File: config.mk
export PLATFORM = sky130hd
export DESIGN_NAME = bbc_csr_initiator_flat
export DESIGN_NICKNAME = d
export VERILOG_FILES = /design/src/rtl/bbc_csr_pkg.sv /design/src/rtl/bbc_csr_initiator_if.sv /design/src/rtl/bbc_csr_timeout_timer.sv /design/src/rtl/bbc_csr_initiator.sv /design/src/flat_wrapper.sv
export SDC_FILE = /design/constraint.sdc
export NUM_CORES = 1
export LEC_CHECK = 0
export BUFFER_PORTS_ARGS = -buffer_cell sky130_fd_sc_hd__buf_4
export CAP_MARGIN = 5
export CORE_ASPECT_RATIO = 1.1
export CORE_MARGIN = 1.5
export CORE_UTILIZATION = 30
export CTS_BUF_LIST = sky130_fd_sc_hd__clkbuf_8
export DETAILED_ROUTE_END_ITERATION = 10
export PLACE_DENSITY = 0.55
export SLEW_MARGIN = 20
export SYNTH_ARGS = -nofsm -noshare
export SYNTH_HDL_FRONTEND = slang
export SYNTH_SLANG_ARGS = --single-unit
File: constraint.sdc
create_clock -name clk -period 1.6 [get_ports clk]
set_input_delay 0.08 -clock clk [delete_from_list [all_inputs] [get_ports clk]]
set_output_delay 0.08 -clock clk [all_outputs]
set_load 0.01 [all_outputs]
File: src/rtl/bbc_csr_pkg.sv
// Shared types and constants for the CSR bus initiator.
package bbc_csr_pkg;

    localparam int unsigned CSR_SEL_W              = 16;
    localparam int unsigned CSR_ADDR_W             = 16;
    localparam int unsigned CSR_DATA_W             = 32;
    localparam int unsigned TIMEOUT_CYCLES_DEFAULT = 255;

    localparam logic [CSR_DATA_W-1:0] CSR_DATA_ZERO    = 32'h0000_0000;
    localparam logic [CSR_DATA_W-1:0] CSR_TIMEOUT_DATA = 32'hFFFF_FFFF;

    typedef enum logic [1:0] {
        ST_IDLE      = 2'd0,
        ST_REQUEST   = 2'd1,
        ST_READ_WAIT = 2'd2,
        ST_RESPOND   = 2'd3
    } csr_state_e;

    // True while a bus transaction is outstanding and the abort timer may run.
    function automatic logic is_busy(input csr_state_e s);
        return (s == ST_REQUEST) || (s == ST_READ_WAIT);
    endfunction

endpackage

File: src/rtl/bbc_csr_initiator_if.sv
// Host command, CSR bus and completion signals of the initiator.
interface bbc_csr_initiator_if;
    import bbc_csr_pkg::*;

    logic                  cmd_valid;
    logic                  cmd_ready;
    logic                  cmd_read_not_write;
    logic [CSR_SEL_W-1:0]  cmd_select;
    logic [CSR_ADDR_W-1:0] cmd_address;
    logic [CSR_DATA_W-1:0] cmd_data;

    logic                  csr_request__valid;
    logic                  csr_request__read_not_write;
    logic [CSR_SEL_W-1:0]  csr_request__select;
    logic [CSR_ADDR_W-1:0] csr_request__address;
    logic [CSR_DATA_W-1:0] csr_request__data;

    logic                  csr_response__ack;
    logic                  csr_response__read_data_valid;
    logic [CSR_DATA_W-1:0] csr_response__read_data;

    logic                  rsp_valid;
    logic [CSR_DATA_W-1:0] rsp_data;
    logic                  rsp_timeout;

    modport master (
        input  cmd_valid, cmd_read_not_write, cmd_select, cmd_address, cmd_data,
        output cmd_ready,
        output csr_request__valid, csr_request__read_not_write,
               csr_request__select, csr_request__address, csr_request__data,
        input  csr_response__ack, csr_response__read_data_valid, csr_response__read_data,
        output rsp_valid, rsp_data, rsp_timeout
    );

    modport slave (
        output cmd_valid, cmd_read_not_write, cmd_select, cmd_address, cmd_data,
        input  cmd_ready,
        input  csr_request__valid, csr_request__read_not_write,
               csr_request__select, csr_request__address, csr_request__data,
        output csr_response__ack, csr_response__read_data_valid, csr_response__read_data,
        input  rsp_valid, rsp_data, rsp_timeout
    );

endinterface

File: src/rtl/bbc_csr_timeout_timer.sv
// Abort timer for outstanding CSR transactions; exists only when
// BBC_CSR_INITIATOR_TIMEOUT_EN is defined.
`ifdef BBC_CSR_INITIATOR_TIMEOUT_EN
module bbc_csr_timeout_timer
    import bbc_csr_pkg::*;
#(
    parameter int unsigned LIMIT = TIMEOUT_CYCLES_DEFAULT
) (
    input  logic clk,
    input  logic reset_n,
    input  logic clear,
    input  logic enable,
    output logic expired
);

    localparam int unsigned TIMER_W = 16;
    localparam logic [TIMER_W-1:0] LAST_COUNT = TIMER_W'(LIMIT - 32'd1);

    logic [TIMER_W-1:0] count_q;
    logic [TIMER_W-1:0] count_d;

    // Next count: clear dominates, otherwise count while enabled.
    always_comb begin
        count_d = count_q;
        if (clear) begin
            count_d = {TIMER_W{1'b0}};
        end else if (enable) begin
            count_d = count_q + {{(TIMER_W-1){1'b0}}, 1'b1};
        end else begin
            count_d = count_q;
        end
    end

    // Count register.
    always_ff @(posedge clk or negedge reset_n) begin
        if (!reset_n) begin
            count_q <= {TIMER_W{1'b0}};
        end else begin
            count_q <= count_d;
        end
    end

    // Fires during the LIMIT-th enabled cycle, so the abort lands after LIMIT cycles.
    assign expired = enable && (count_q == LAST_COUNT);

endmodule
`endif

File: src/rtl/bbc_csr_initiator.sv
// Single-outstanding CSR bus initiator with registered outputs.
// Optional abort timer enabled by BBC_CSR_INITIATOR_TIMEOUT_EN.
module bbc_csr_initiator
    import bbc_csr_pkg::*;
#(
    parameter int unsigned TIMEOUT_CYCLES = TIMEOUT_CYCLES_DEFAULT
) (
    input  logic                 clk,
    input  logic                 reset_n,
    bbc_csr_initiator_if.master  csr_if
);

    csr_state_e            state_q, state_d;
    logic                  cmd_ready_q, cmd_ready_d;
    logic                  req_valid_q, req_valid_d;
    logic                  req_rnw_q, req_rnw_d;
    logic [CSR_SEL_W-1:0]  req_sel_q, req_sel_d;
    logic [CSR_ADDR_W-1:0] req_addr_q, req_addr_d;
    logic [CSR_DATA_W-1:0] req_data_q, req_data_d;
    logic                  rsp_valid_q, rsp_valid_d;
    logic [CSR_DATA_W-1:0] rsp_data_q, rsp_data_d;
    logic                  rsp_timeout_q, rsp_timeout_d;
    logic                  timer_expired_s;

`ifdef BBC_CSR_INITIATOR_TIMEOUT_EN
    logic timer_clear_s;
    logic timer_enable_s;

    assign timer_enable_s = is_busy(state_q);
    assign timer_clear_s  = !timer_enable_s ||
                            ((state_q == ST_REQUEST) && csr_if.csr_response__ack);

    bbc_csr_timeout_timer #(
        .LIMIT (TIMEOUT_CYCLES)
    ) u_timer (
        .clk     (clk),
        .reset_n (reset_n),
        .clear   (timer_clear_s),
        .enable  (timer_enable_s),
        .expired (timer_expired_s)
    );
`else
    // No timer: never expires (TIMEOUT_CYCLES is never zero).
    assign timer_expired_s = (TIMEOUT_CYCLES == 32'd0);
`endif

    // Next-state and next-output logic; responses from the bus win over expiry.
    always_comb begin
        state_d       = state_q;
        req_valid_d   = req_valid_q;
        req_rnw_d     = req_rnw_q;
        req_sel_d     = req_sel_q;
        req_addr_d    = req_addr_q;
        req_data_d    = req_data_q;
        rsp_data_d    = rsp_data_q;
        rsp_timeout_d = rsp_timeout_q;

        case (state_q)
            ST_IDLE: begin
                if (csr_if.cmd_valid && cmd_ready_q) begin
                    state_d     = ST_REQUEST;
                    req_valid_d = 1'b1;
                    req_rnw_d   = csr_if.cmd_read_not_write;
                    req_sel_d   = csr_if.cmd_select;
                    req_addr_d  = csr_if.cmd_address;
                    req_data_d  = csr_if.cmd_read_not_write ? CSR_DATA_ZERO : csr_if.cmd_data;
                end else begin
                    state_d = ST_IDLE;
                end
            end
            ST_REQUEST: begin
                if (csr_if.csr_response__ack || timer_expired_s) begin
                    req_valid_d = 1'b0;
                    req_rnw_d   = 1'b0;
                    req_sel_d   = {CSR_SEL_W{1'b0}};
                    req_addr_d  = {CSR_ADDR_W{1'b0}};
                    req_data_d  = CSR_DATA_ZERO;
                end else begin
                    req_valid_d = req_valid_q;
                end
                if (csr_if.csr_response__ack) begin
                    if (!req_rnw_q) begin
                        state_d       = ST_RESPOND;
                        rsp_data_d    = CSR_DATA_ZERO;
                        rsp_timeout_d = 1'b0;
                    end else if (csr_if.csr_response__read_data_valid) begin
                        state_d       = ST_RESPOND;
                        rsp_data_d    = csr_if.csr_response__read_data;
                        rsp_timeout_d = 1'b0;
                    end else begin
                        state_d = ST_READ_WAIT;
                    end
                end else if (timer_expired_s) begin
                    state_d       = ST_RESPOND;
                    rsp_data_d    = CSR_TIMEOUT_DATA;
                    rsp_timeout_d = 1'b1;
                end else begin
                    state_d = ST_REQUEST;
                end
            end
            ST_READ_WAIT: begin
                if (csr_if.csr_response__read_data_valid) begin
                    state_d       = ST_RESPOND;
                    rsp_data_d    = csr_if.csr_response__read_data;
                    rsp_timeout_d = 1'b0;
                end else if (timer_expired_s) begin
                    state_d       = ST_RESPOND;
                    rsp_data_d    = CSR_TIMEOUT_DATA;
                    rsp_timeout_d = 1'b1;
                end else begin
                    state_d = ST_READ_WAIT;
                end
            end
            ST_RESPOND: begin
                state_d = ST_IDLE;
            end
            default: begin
                state_d     = ST_IDLE;
                req_valid_d = 1'b0;
                req_rnw_d   = 1'b0;
                req_sel_d   = {CSR_SEL_W{1'b0}};
                req_addr_d  = {CSR_ADDR_W{1'b0}};
                req_data_d  = CSR_DATA_ZERO;
            end
        endcase

        cmd_ready_d = (state_d == ST_IDLE);
        rsp_valid_d = (state_d == ST_RESPOND);
    end

    // State and output registers.
    always_ff @(posedge clk or negedge reset_n) begin
        if (!reset_n) begin
            state_q       <= ST_IDLE;
            cmd_ready_q   <= 1'b0;
            req_valid_q   <= 1'b0;
            req_rnw_q     <= 1'b0;
            req_sel_q     <= {CSR_SEL_W{1'b0}};
            req_addr_q    <= {CSR_ADDR_W{1'b0}};
            req_data_q    <= CSR_DATA_ZERO;
            rsp_valid_q   <= 1'b0;
            rsp_data_q    <= CSR_DATA_ZERO;
            rsp_timeout_q <= 1'b0;
        end else begin
            state_q       <= state_d;
            cmd_ready_q   <= cmd_ready_d;
            req_valid_q   <= req_valid_d;
            req_rnw_q     <= req_rnw_d;
            req_sel_q     <= req_sel_d;
            req_addr_q    <= req_addr_d;
            req_data_q    <= req_data_d;
            rsp_valid_q   <= rsp_valid_d;
            rsp_data_q    <= rsp_data_d;
            rsp_timeout_q <= rsp_timeout_d;
        end
    end

    assign csr_if.cmd_ready                   = cmd_ready_q;
    assign csr_if.csr_request__valid          = req_valid_q;
    assign csr_if.csr_request__read_not_write = req_rnw_q;
    assign csr_if.csr_request__select         = req_sel_q;
    assign csr_if.csr_request__address        = req_addr_q;
    assign csr_if.csr_request__data           = req_data_q;
    assign csr_if.rsp_valid                   = rsp_valid_q;
    assign csr_if.rsp_data                    = rsp_data_q;
    assign csr_if.rsp_timeout                 = rsp_timeout_q;

endmodule

File: src/flat_wrapper.sv
// flat-port wrapper written by rule: the top's interface ports become plain ports
module bbc_csr_initiator_flat import bbc_csr_pkg::*;
#(
    parameter int unsigned TIMEOUT_CYCLES = TIMEOUT_CYCLES_DEFAULT
)
  (clk, reset_n, csr_if_cmd_valid, csr_if_cmd_read_not_write, csr_if_cmd_select, csr_if_cmd_address, csr_if_cmd_data, csr_if_cmd_ready, csr_if_csr_request__valid, csr_if_csr_request__read_not_write, csr_if_csr_request__select, csr_if_csr_request__address, csr_if_csr_request__data, csr_if_csr_response__ack, csr_if_csr_response__read_data_valid, csr_if_csr_response__read_data, csr_if_rsp_valid, csr_if_rsp_data, csr_if_rsp_timeout);
  bbc_csr_initiator_if csr_if_i ();
  input  logic clk;
  input  logic reset_n;
  input wire logic [$bits(csr_if_i.cmd_valid)-1:0] csr_if_cmd_valid;
  input wire logic [$bits(csr_if_i.cmd_read_not_write)-1:0] csr_if_cmd_read_not_write;
  input wire logic [$bits(csr_if_i.cmd_select)-1:0] csr_if_cmd_select;
  input wire logic [$bits(csr_if_i.cmd_address)-1:0] csr_if_cmd_address;
  input wire logic [$bits(csr_if_i.cmd_data)-1:0] csr_if_cmd_data;
  output wire logic [$bits(csr_if_i.cmd_ready)-1:0] csr_if_cmd_ready;
  output wire logic [$bits(csr_if_i.csr_request__valid)-1:0] csr_if_csr_request__valid;
  output wire logic [$bits(csr_if_i.csr_request__read_not_write)-1:0] csr_if_csr_request__read_not_write;
  output wire logic [$bits(csr_if_i.csr_request__select)-1:0] csr_if_csr_request__select;
  output wire logic [$bits(csr_if_i.csr_request__address)-1:0] csr_if_csr_request__address;
  output wire logic [$bits(csr_if_i.csr_request__data)-1:0] csr_if_csr_request__data;
  input wire logic [$bits(csr_if_i.csr_response__ack)-1:0] csr_if_csr_response__ack;
  input wire logic [$bits(csr_if_i.csr_response__read_data_valid)-1:0] csr_if_csr_response__read_data_valid;
  input wire logic [$bits(csr_if_i.csr_response__read_data)-1:0] csr_if_csr_response__read_data;
  output wire logic [$bits(csr_if_i.rsp_valid)-1:0] csr_if_rsp_valid;
  output wire logic [$bits(csr_if_i.rsp_data)-1:0] csr_if_rsp_data;
  output wire logic [$bits(csr_if_i.rsp_timeout)-1:0] csr_if_rsp_timeout;
  assign csr_if_i.cmd_valid = csr_if_cmd_valid;
  assign csr_if_i.cmd_read_not_write = csr_if_cmd_read_not_write;
  assign csr_if_i.cmd_select = csr_if_cmd_select;
  assign csr_if_i.cmd_address = csr_if_cmd_address;
  assign csr_if_i.cmd_data = csr_if_cmd_data;
  assign csr_if_cmd_ready = csr_if_i.cmd_ready;
  assign csr_if_csr_request__valid = csr_if_i.csr_request__valid;
  assign csr_if_csr_request__read_not_write = csr_if_i.csr_request__read_not_write;
  assign csr_if_csr_request__select = csr_if_i.csr_request__select;
  assign csr_if_csr_request__address = csr_if_i.csr_request__address;
  assign csr_if_csr_request__data = csr_if_i.csr_request__data;
  assign csr_if_i.csr_response__ack = csr_if_csr_response__ack;
  assign csr_if_i.csr_response__read_data_valid = csr_if_csr_response__read_data_valid;
  assign csr_if_i.csr_response__read_data = csr_if_csr_response__read_data;
  assign csr_if_rsp_valid = csr_if_i.rsp_valid;
  assign csr_if_rsp_data = csr_if_i.rsp_data;
  assign csr_if_rsp_timeout = csr_if_i.rsp_timeout;
  bbc_csr_initiator #(.TIMEOUT_CYCLES(TIMEOUT_CYCLES)) u_core (.clk(clk), .reset_n(reset_n), .csr_if(csr_if_i));
endmodule
==> run_results.csv, run 1 <==
group,metric,value,unit
worst_setup_path,r2r-start,"u_core.state_q[1]",
worst_setup_path,crit_arrival,1.81,ns
logic_synthesis,synthesis.nets,418,
logic_synthesis,ys_ff_latch,103,
floorplan,ios,203,
power_and_ir_drop,ir_worst_vdd,0.000639,V
worst_setup_path,r2r-end,"u_core.csr_if.csr_request__data[12]",
floorplan,die_w,112,um
routing,wl_per_cell,15.9,um
floorplan,dieArea,13900,sq um
worst_hold_path,holdPathStages,3,
power_and_ir_drop,pwr-share-comb,43.7,%
final_layout,drive_gt1_share,38.5,%
final_layout,fin_area,6890,sq um
logic_synthesis,syn_area_per_cell,12.5,sq um
timing,min_period,1.49,ns
worst_hold_path,hold_class,"in2reg",
worst_setup_path,worstSetupStartpointType,"register",
clocking,clkTransAtPathRegs,0.10,ns
global_route,grt_pass1_wl,19800,um
timing,finalCritPeriodShare,93.3,%
timing,fin_skew,0.00793,ns
final_layout,syn_to_final_growth,74.3,%
global_route,grt_use_total,18.1,%
routing,vias_per_cell,4.89,
final_layout,nNetsFinal,713,
power_and_ir_drop,total_power,10.6,mW
clocking,htreeDepth,3,
final_layout,finalCoreUtilization,54.0,%
final_layout,mostFrequentLayoutCells,"buf_4 (210), dfrtp_1 (103), dlygate4sd3_1 (99)",
routing,route.vias.total,3779,
logic_synthesis,yosysWarnings,0,
power_and_ir_drop,p_seq_share,39.2,%
outcome,status,"complete, but fails checks",
logic_synthesis,synth_area,3950,sq um
outcome,violations,"design-rule violations",
logic_synthesis,ys_seq_area_share,65.2,%
logic_synthesis,ys_types,25,
timing,fmax,0.670,GHz
global_route,grt_antenna_before_repair,0,
timing,final_hold_viol_count,0,
worst_setup_path,end_kind,"register",
place,dpl_cell_area,5680,sq um
clocking,root_buffer,"clkbuf_8",
clocking,cts_tree,"built",
clocking,postCtsSetupRepairBufs,0,
timing,relSlewSlack,63.3,%
floorplan,core-area,12800,sq um
final_layout,layout_commonest_cell,"buf_4",
global_route,grt_max_degree,104,
worst_setup_path,cp_max_fo,32,
logic_synthesis,netlist.area_leader.share,65.2,%
power_and_ir_drop,intPower,6.97,mW
timing,rsz0062_at_grt,"false",
global_route,grt_pass1_vias,3918,
timing,finalMaxSlewViolations,0,
worst_hold_path,hp-start,"csr_if_csr_response__read_data_valid",
job,drv_cap,0,
final_layout,diodes,0,
power_and_ir_drop,power_leakage,3.52,nW
place,placed_cells,658,
place,dp_hpwl,7400,um
timing,worst_pin_slew,0.551,ns
worst_hold_path,hold_end,"u_core.state_q[0]",
timing,setup_tns,0,ns
logic_synthesis,synthCells,316,
power_and_ir_drop,p_sw,3.66,mW
clocking,cts_buffer_depth,2,
routing,ant_nets,0,
routing,dr.pass1.iters,8,
power_and_ir_drop,p_sw_share,34.5,%
final_layout,finalNonFillerCells,773,
routing,drt-total-wl,12300,um
timing,setup-violations-final,0,
worst_setup_path,rrSetupSlack,0.11,ns
clocking,numCtsBuffers,9,
worst_setup_path,path_class,"reg2reg",
global_route,overflow,0,
place,port_buffers,202,
floorplan,die_height,123,um
power_and_ir_drop,powerDensity,1540,nW/um^2
logic_synthesis,synthTopCellsByArea,"dfrtp_1 (65%), a22o_1 (14%), nand4_1 (4.9%)",
worst_setup_path,r2r_cells,4,
place,place_congestion,0.728,
routing,drt_iter0_markers,282,
power_and_ir_drop,clkPwrFrac,17.1,%
routing,drc,20,
clocking,clock_latency,0.38,ns
floorplan,start_util,31.0,%
worst_setup_path,worstPathRequired,1.91,ns
floorplan,rows,43,
logic_synthesis,yosysTopAreaCell,"dfrtp_1",
clocking,cts_sinks,103,
-- worst max path at each step --
| stage | from | endpoint | slack [ns] | cells after the start |
|---|---|---|---|---|
| after floorplan | u_core.state_q[0] | u_core.csr_if.csr_request__data[14] | 0.14 | 6 |
| after global placement | u_core.state_q[1] | u_core.csr_if.csr_request__data[30] | 0.13 | 4 |
| after detailed placement | u_core.state_q[1] | u_core.csr_if.csr_request__data[3] | 0.09 | 4 |
| after CTS | u_core.state_q[1] | u_core.csr_if.csr_request__data[12] | 0.05 | 4 |
| after global routing | u_core.state_q[1] | u_core.csr_if.csr_request__data[3] | 0.03 | 4 |
| final | u_core.state_q[1] | u_core.csr_if.csr_request__data[12] | 0.11 | 4 |
-- state kept, by name, indices dropped and copies added (netlist names) --
register and flops:
u_core.state_q 2, u_core.csr_if.csr_request__read_not_write 1, u_core.csr_if.csr_request__data 32, u_core.csr_if.rsp_valid 1, u_core.csr_if.csr_request__select 16, u_core.csr_if.csr_request__address 16
u_core.csr_if.cmd_ready 1, u_core.csr_if.rsp_timeout 1, u_core.csr_if.rsp_data 32, u_core.csr_if.csr_request__valid 1
-- cell families (layout without fill, tap and decap cells) --
logic type,count (synthesis),in the layout,synth area share [%]
flops,103,103,65.2
compound gates,102,102,19.4
simple gates,77,77,10.7
buf+inv,34,334,4.78
-- layout make-up --
type                            count  area, sq um
Timing Repair Buffer              315         2690
Tap cell                          157          196
Inverter                            3         11.3
Sequential cell                   103         2580
Multi-Input combinational cell    179         1200
Clock inverter                      7         95.1
Fill cell                        1066         5860
Clock buffer                        9          124
-- per-stage QoR --
stage	hold WS (ns)	setup WS, ns
finish	0.0380	0.108
global placement	0.193	0.127
global route	0.0364	0.0270
CTS	0.0187	0.0547
floorplan	-0.216	0.139
detailed placement	0.200	0.0856
-- power by group through the flow --
stage | Combinational (mW) | Sequential (mW) | Clock [mW]
final | 4.65 | 4.16 | 1.82
after CTS | 4.67 | 4.15 | 1.89
after floorplan | 1.77 | 4.59 | 0
after detailed placement | 4.47 | 4.17 | 0
after global placement | 4.40 | 4.19 | 0
after global routing | 5.05 | 4.28 | 2.01
-- per-layer routing --
metal	vias to the layer above	share of wire [%]	global-route usage (%)	wire (um)
li1	1770	-	-	-
met3	19	8.3	4.56	1030
met1	1809	43	24.0	5300
met4	0	2.0	7.59	240
met2	181	47	28.6	5740
met5	-	0	0	0
-- cell usage after synthesis --
master     number
buf_2           6
a2bb2o_1        1
and4bb_1        1
nand4b_1        1
and2_1          1
dfrtp_1       103
o2bb2ai_1       1
nor2_4          1
nor2b_1         3
nand4_1        31
nor3_1          1
o21bai_1        1
and3b_1         1
nand4bb_1       1
clkbuf_1       17
o21ai_0        26
nand3b_1        2
or2_2           1
buf_6           7
nand2_1        33
inv_1           3
a21oi_1         1
o21ai_1         7
a22o_1         65
clkbuf_2        1
-- worst max-delay path: stages, from the launching register on --
cell and delay [ns]:
dfrtp_1 0.44, and4bb_2 0.41, nor2b_2 0.21, buf_12 0.20, a22o_1 0.16
-- what timing repair did --
| item | CTS | global route |
|---|---|---|
| endpoints found under the hold margin | 200 | 0 |
| setup endpoints to repair | 0 | 22 |
| hold buffers | 99 | 0 |
| gates resized for setup | 0 | 1 |
Power figures use the tool's default switching activity.
==> run 2: changes to the inputs <==
RECOVER_POWER = 100   (was default)
==> run 2 against run 1 <==
Against the previous run:
- the run still ends with design-rule violations left
- utilization fell by 3.1 points
- critical endpoint is now u_core.csr_if.csr_request__data[9]
- via count shrank 0.74%
- sequential cell count unchanged
- register-to-register slack about the same
==> run_results.csv, run 2 (synthesis gave the netlist of run 1 again) <==
group,metric,value,unit
worst_setup_path,crit_arrival,1.80,ns
power_and_ir_drop,p_sw_share,36.9,%
final_layout,fillers,1194,
floorplan,core-area,12800,sq um
clocking,cts_tree,"built",
clocking,numCtsBuffers,9,
timing,fin_ws,0.114,ns
clocking,root_buffer,"clkbuf_8",
global_route,grt_pass1_vias,3918,
worst_setup_path,rrSetupSlack,0.11,ns
place,place_congestion,0.728,
power_and_ir_drop,clkPwrFrac,18.5,%
timing,setup-violations-final,0,
global_route,overflow,0,
power_and_ir_drop,p_sw,3.63,mW
routing,ant_nets,0,
clocking,clock_latency,0.37,ns
timing,final_hold_viol_count,0,
power_and_ir_drop,p_seq_share,42.1,%
worst_hold_path,hp-start,"csr_if_csr_response__read_data_valid",
worst_hold_path,holdPathStages,3,
global_route,grt_use_total,18.1,%
power_and_ir_drop,intPower,6.20,mW
place,port_buffers,202,
final_layout,syn_to_final_growth,64.4,%
worst_setup_path,worstSetupStartpointType,"register",
place,dp_hpwl,7400,um
global_route,grt_pass1_wl,19800,um
routing,drt_iter0_markers,298,
timing,rsz0062_at_grt,"false",
clocking,htreeDepth,3,
worst_hold_path,hold_end,"u_core.state_q[0]",
timing,fmax,0.673,GHz
worst_setup_path,end_kind,"register",
worst_setup_path,worstPathRequired,1.91,ns
final_layout,nNetsFinal,713,
final_layout,diodes,0,
clocking,cts_sinks,103,
floorplan,ios,203,
floorplan,start_util,31.0,%
timing,relSlewSlack,38.4,%
power_and_ir_drop,powerDensity,1510,nW/um^2
worst_setup_path,r2r-end,"u_core.csr_if.csr_request__data[9]",
worst_setup_path,path_class,"reg2reg",
floorplan,die_height,123,um
final_layout,layout_commonest_cell,"buf_4",
routing,drc,20,
worst_setup_path,r2r-start,"u_core.state_q[1]",
power_and_ir_drop,ir_worst_vdd,0.000621,V
worst_setup_path,cp_max_fo,32,
final_layout,drive_gt1_share,22.1,%
floorplan,die_w,112,um
timing,min_period,1.49,ns
timing,finalCritPeriodShare,92.8,%
outcome,violations,"design-rule violations",
job,drv_cap,0,
routing,vias_per_cell,4.85,
timing,worst_pin_slew,0.924,ns
floorplan,dieArea,13900,sq um
power_and_ir_drop,power_leakage,3.10,nW
routing,route.vias.total,3751,
global_route,grt_max_degree,104,
routing,dr.pass1.iters,11,
clocking,cts_buffer_depth,2,
routing,wl_per_cell,15.9,um
worst_setup_path,r2r_cells,4,
outcome,status,"complete, but fails checks",
final_layout,mostFrequentLayoutCells,"buf_4 (107), dfrtp_1 (103), clkbuf_1 (101)",
global_route,grt_antenna_before_repair,0,
timing,setup_tns,0,ns
timing,fin_skew,0.00661,ns
clocking,clkTransAtPathRegs,0.09,ns
power_and_ir_drop,pwr-share-comb,39.4,%
place,post-place-ws,0.0856,ns
timing,finalMaxSlewViolations,0,
worst_hold_path,hold_class,"in2reg",
floorplan,rows,43,
routing,drt-total-wl,12300,um
-- run 2: worst max path at each step --
stage / slack (ns) / to / startpoint
2_1_floorplan: 0.14 / u_core.csr_if.csr_request__data[14] / u_core.state_q[0]
3_3_place_gp: 0.13 / u_core.csr_if.csr_request__data[30] / u_core.state_q[1]
3_5_place_dp: 0.09 / u_core.csr_if.csr_request__data[3] / u_core.state_q[1]
4_1_cts: 0.05 / u_core.csr_if.csr_request__data[12] / u_core.state_q[1]
5_1_grt: 0.03 / u_core.csr_if.csr_request__data[3] / u_core.state_q[1]
6_report: 0.11 / u_core.csr_if.csr_request__data[9] / u_core.state_q[1]
-- run 2: metal layers --
layer  global-route usage (%)  wire length, um  vias to the layer above
li1                         -                -                     1764
met1                     24.0             5340                     1789
met2                     28.6             5630                      179
met3                     4.56             1040                       19
met4                     7.59              256                        0
met5                        0                0                        -
-- run 2: final cells by class --
cell class	instances	area [sq um]	area share [%]
Inverter	3	11.3	0.173
Multi-Input combinational cell	179	1200	18.4
Tap cell	157	196	3.02
Sequential cell	103	2580	39.7
Clock inverter	7	95.1	1.46
Timing Repair Buffer	315	2300	35.3
Clock buffer	9	124	1.91
-- run 2: power by group through the flow --
stage	clock [mW]	combinational (mW)	sequential, mW
6_report	1.82	3.88	4.14
5_1_grt	2.01	4.26	4.25
4_1_cts	1.89	4.67	4.15
3_5_place_dp	0	4.47	4.17
3_3_place_gp	0	4.40	4.19
2_1_floorplan	0	1.77	4.59
-- run 2: repair_timing --
| item | 4_1_cts | 5_1_grt |
|---|---|---|
| setup buffers | 0 | 0 |
| gates resized for setup | 0 | 1 |
| hold buffers | 99 | 0 |
| setup endpoints to repair | 0 | 22 |
| endpoints found under the hold margin | 200 | 0 |
-- run 2: critical path, stage by stage, from the launching register on --
cell      delay, ns
dfrtp_1        0.44
and4bb_2       0.41
nor2b_2        0.21
buf_12         0.20
a22o_1         0.16
-- run 2: per-stage QoR --
step,cell area [sq um],std cells,util (%),hold slack (ns),power [mW]
detailed placement,5680,658,44.5,0.200,8.64
global route,6500,773,51.0,0.0364,10.5
CTS,6890,773,54.0,0.0187,10.7
finish,6500,773,51.0,0.0401,9.83
global placement,5680,658,44.5,0.193,8.59
floorplan,3950,316,-,-0.216,6.36
==> run 3: changes to the inputs <==
ABC_AREA = 1   (was default)
PLACE_DENSITY = 0.53   (was 0.55)
==> run 3 against run 2 <==
Against the previous run:
- the flow now finishes without violations
- worst hold slack better by 0.029 ns
- first-iteration DRC count up 14%
- non-clock buffer count down 33
==> run_results.csv, run 3 <==
group,metric,value,unit
final_layout,fillers,1556,
clocking,cts_tree,"built",
place,place_congestion,0.770,
clocking,clock_latency,0.37,ns
routing,drt_iter0_markers,341,
floorplan,start_util,30.6,%
final_layout,multi_input_area,1730,sq um
clocking,htreeDepth,3,
global_route,grt_use_total,17.9,%
logic_synthesis,synth.most_common_cell,"nand2_1",
power_and_ir_drop,powerDensity,1620,nW/um^2
logic_synthesis,syn_area_per_cell,8.18,sq um
floorplan,die_height,133,um
timing,relSlewSlack,50.4,%
timing,finalCritPeriodShare,87.4,%
logic_synthesis,ys_ff_latch,103,
logic_synthesis,ys_types,21,
floorplan,dieArea,16000,sq um
timing,setup-violations-final,0,
logic_synthesis,yosysWarnings,0,
timing,finalMaxSlewViolations,0,
worst_setup_path,crit_arrival,1.72,ns
routing,wl_per_cell,14.1,um
logic_synthesis,synth-edff-count,0,
final_layout,finalNonFillerCells,1013,
floorplan,rows,47,
final_layout,layout_commonest_cell,"nand2_1",
logic_synthesis,synthesis.nets,662,
power_and_ir_drop,p_seq_share,42.0,%
logic_synthesis,ys_top_cells_by_count,"nand2_1 (269), dfrtp_1 (103), nand3_1 (65)",
timing,rsz0062_at_grt,"false",
place,placed_cells,933,
power_and_ir_drop,pwr-share-comb,42.8,%
power_and_ir_drop,intPower,6.20,mW
worst_setup_path,path_class,"reg2reg",
logic_synthesis,async_reset_ff_share,100,%
timing,fmax,0.715,GHz
power_and_ir_drop,clkPwrFrac,15.2,%
worst_setup_path,cp_max_fo,66,
routing,ant_nets,0,
outcome,status,"complete, no violations",
floorplan,core-area,15000,sq um
power_and_ir_drop,p_sw,4.65,mW
clocking,root_buffer,"clkbuf_8",
global_route,grt_max_degree,67,
clocking,postCtsSetupRepairBufs,0,
logic_synthesis,synth_area,4580,sq um
final_layout,mostFrequentLayoutCells,"nand2_1 (270), buf_4 (109), dfrtp_1 (103)",
timing,setup_tns,0,ns
logic_synthesis,synth_ff_type,"dfrtp_1",
routing,vias_per_cell,4.60,
logic_synthesis,synthCells,560,
place,port_buffers,202,
clocking,cts_resized,0,
timing,worst_pin_slew,0.744,ns
final_layout,diodes,0,
worst_setup_path,worstSetupStartpointType,"register",
timing,final_hold_viol_count,0,
final_layout,syn_to_final_growth,46.5,%
logic_synthesis,synthTopCellsByArea,"dfrtp_1 (56%), nand2_1 (22%), nand3_1 (7.1%)",
global_route,grt_antenna_before_repair,0,
job,drv_cap,0,
timing,min_period,1.40,ns
routing,route.vias.total,4660,
global_route,overflow,0,
routing,drt-total-wl,14300,um
clocking,cts_buffer_depth,2,
clocking,numCtsBuffers,9,
global_route,grt_pass1_wl,22900,um
timing,hold_slack,0.0689,ns
final_layout,regArea,2580,sq um
floorplan,die_w,121,um
worst_hold_path,hold_class,"in2reg",
clocking,cts_sinks,103,
clocking,clkTransAtPathRegs,0.11,ns
floorplan,ios,203,
global_route,grt_pass1_vias,4506,
routing,drc,0,
place,dp_hpwl,9000,um
worst_setup_path,worstPathRequired,1.92,ns
worst_setup_path,rrSetupSlack,0.20,ns
power_and_ir_drop,power_leakage,3.42,nW
worst_setup_path,end_kind,"register",
final_layout,nNetsFinal,915,
final_layout,drive_gt1_share,16.9,%
routing,dr.pass1.iters,4,
power_and_ir_drop,ir_worst_vdd,0.000667,V
power_and_ir_drop,p_sw_share,42.9,%
logic_synthesis,yosysTopAreaCell,"dfrtp_1",
logic_synthesis,netlist.area_leader.share,56.2,%
logic_synthesis,ys_seq_area_share,56.2,%
timing,fin_skew,0.00848,ns
run 3: cell types whose count changed after synthesis, sizes merged, moves of 7 or more:
cell	delta
nand2	+238
nand3	+66
a22o	-65
nand4	-31
o21ai	+31
buf	+16
clkbuf	-7
run 3: logic make-up after synthesis:
group | after synthesis | synth area share, %
compound gates | 68 | 7.48
buf+inv | 47 | 5.90
flops | 103 | 56.2
simple gates | 342 | 30.4
run 3: worst paths after layout:
kind / startpoint / end / cells past startpoint
max reg2reg: u_core.state_q[1] / u_core.csr_if.csr_request__data[25] / 7
min in group asynchronous: reset_n / u_core.csr_if.csr_request__data[3] / 2
min reg2reg: u_core.csr_if.csr_request__valid / u_core.csr_if.csr_request__valid / 2
max: u_core.state_q[1] / u_core.csr_if.csr_request__data[25] / 7
min: csr_if_csr_response__read_data[2] / u_core.csr_if.rsp_data[2] / 5
max in group asynchronous: reset_n / u_core.csr_if.rsp_data[3] / 3
run 3: what timing repair did:
| action | CTS | global route |
|---|---|---|
| endpoints found under the hold margin | 91 | 0 |
| hold buffers | 65 | 0 |
| setup endpoints to repair | 0 | 0 |
run 3: power groups by stage:
stage	Sequential (mW)	Clock (mW)	Combinational (mW)
3_5_place_dp	4.62	0	5.59
4_1_cts	4.60	1.74	5.72
5_1_grt	4.70	1.84	5.24
6_report	4.56	1.65	4.64
3_3_place_gp	4.60	0	5.52
2_1_floorplan	5.05	0	2.38
run 3: cell type report:
| cell class | count | area share [%] |
|---|---|---|
| sequential | 103 | 38.4 |
| clock buffer | 9 | 1.84 |
| inverter | 7 | 0.391 |
| timing repair buffer | 282 | 29.0 |
| tap | 196 | 3.65 |
| multi-input combinational | 410 | 25.8 |
| clock inverter | 6 | 0.913 |
run 3: routing by layer:
metal  global-route usage (%)  vias up  part of all wire, %
li1                         -     2288                    -
met1                     24.1     2178                   45
met2                     28.2      171                   46
met3                     3.88       23                  7.0
met4                     7.19        0                  2.2
met5                        0        -                    0
run 3: worst max-delay path, stage by stage, from the launching register on:
cell,delay (ns)
dfrtp_1,0.39
inv_1,0.08
nand2_1,0.09
inv_2,0.05
nand2_2,0.05
buf_6,0.38
nand3_1,0.15
nand2_1,0.11
run 3: stage by stage:
step	instance area, sq um	setup WS [ns]	power (mW)	utilization (%)
3_5_place_dp	6290	0.213	10.2	42.0
2_1_floorplan	4580	0.357	7.44	-
3_3_place_gp	6290	0.270	10.1	42.0
5_1_grt	6710	0.0502	11.8	44.8
4_1_cts	7130	0.191	12.1	47.5
6_report	6710	0.202	10.8	44.8
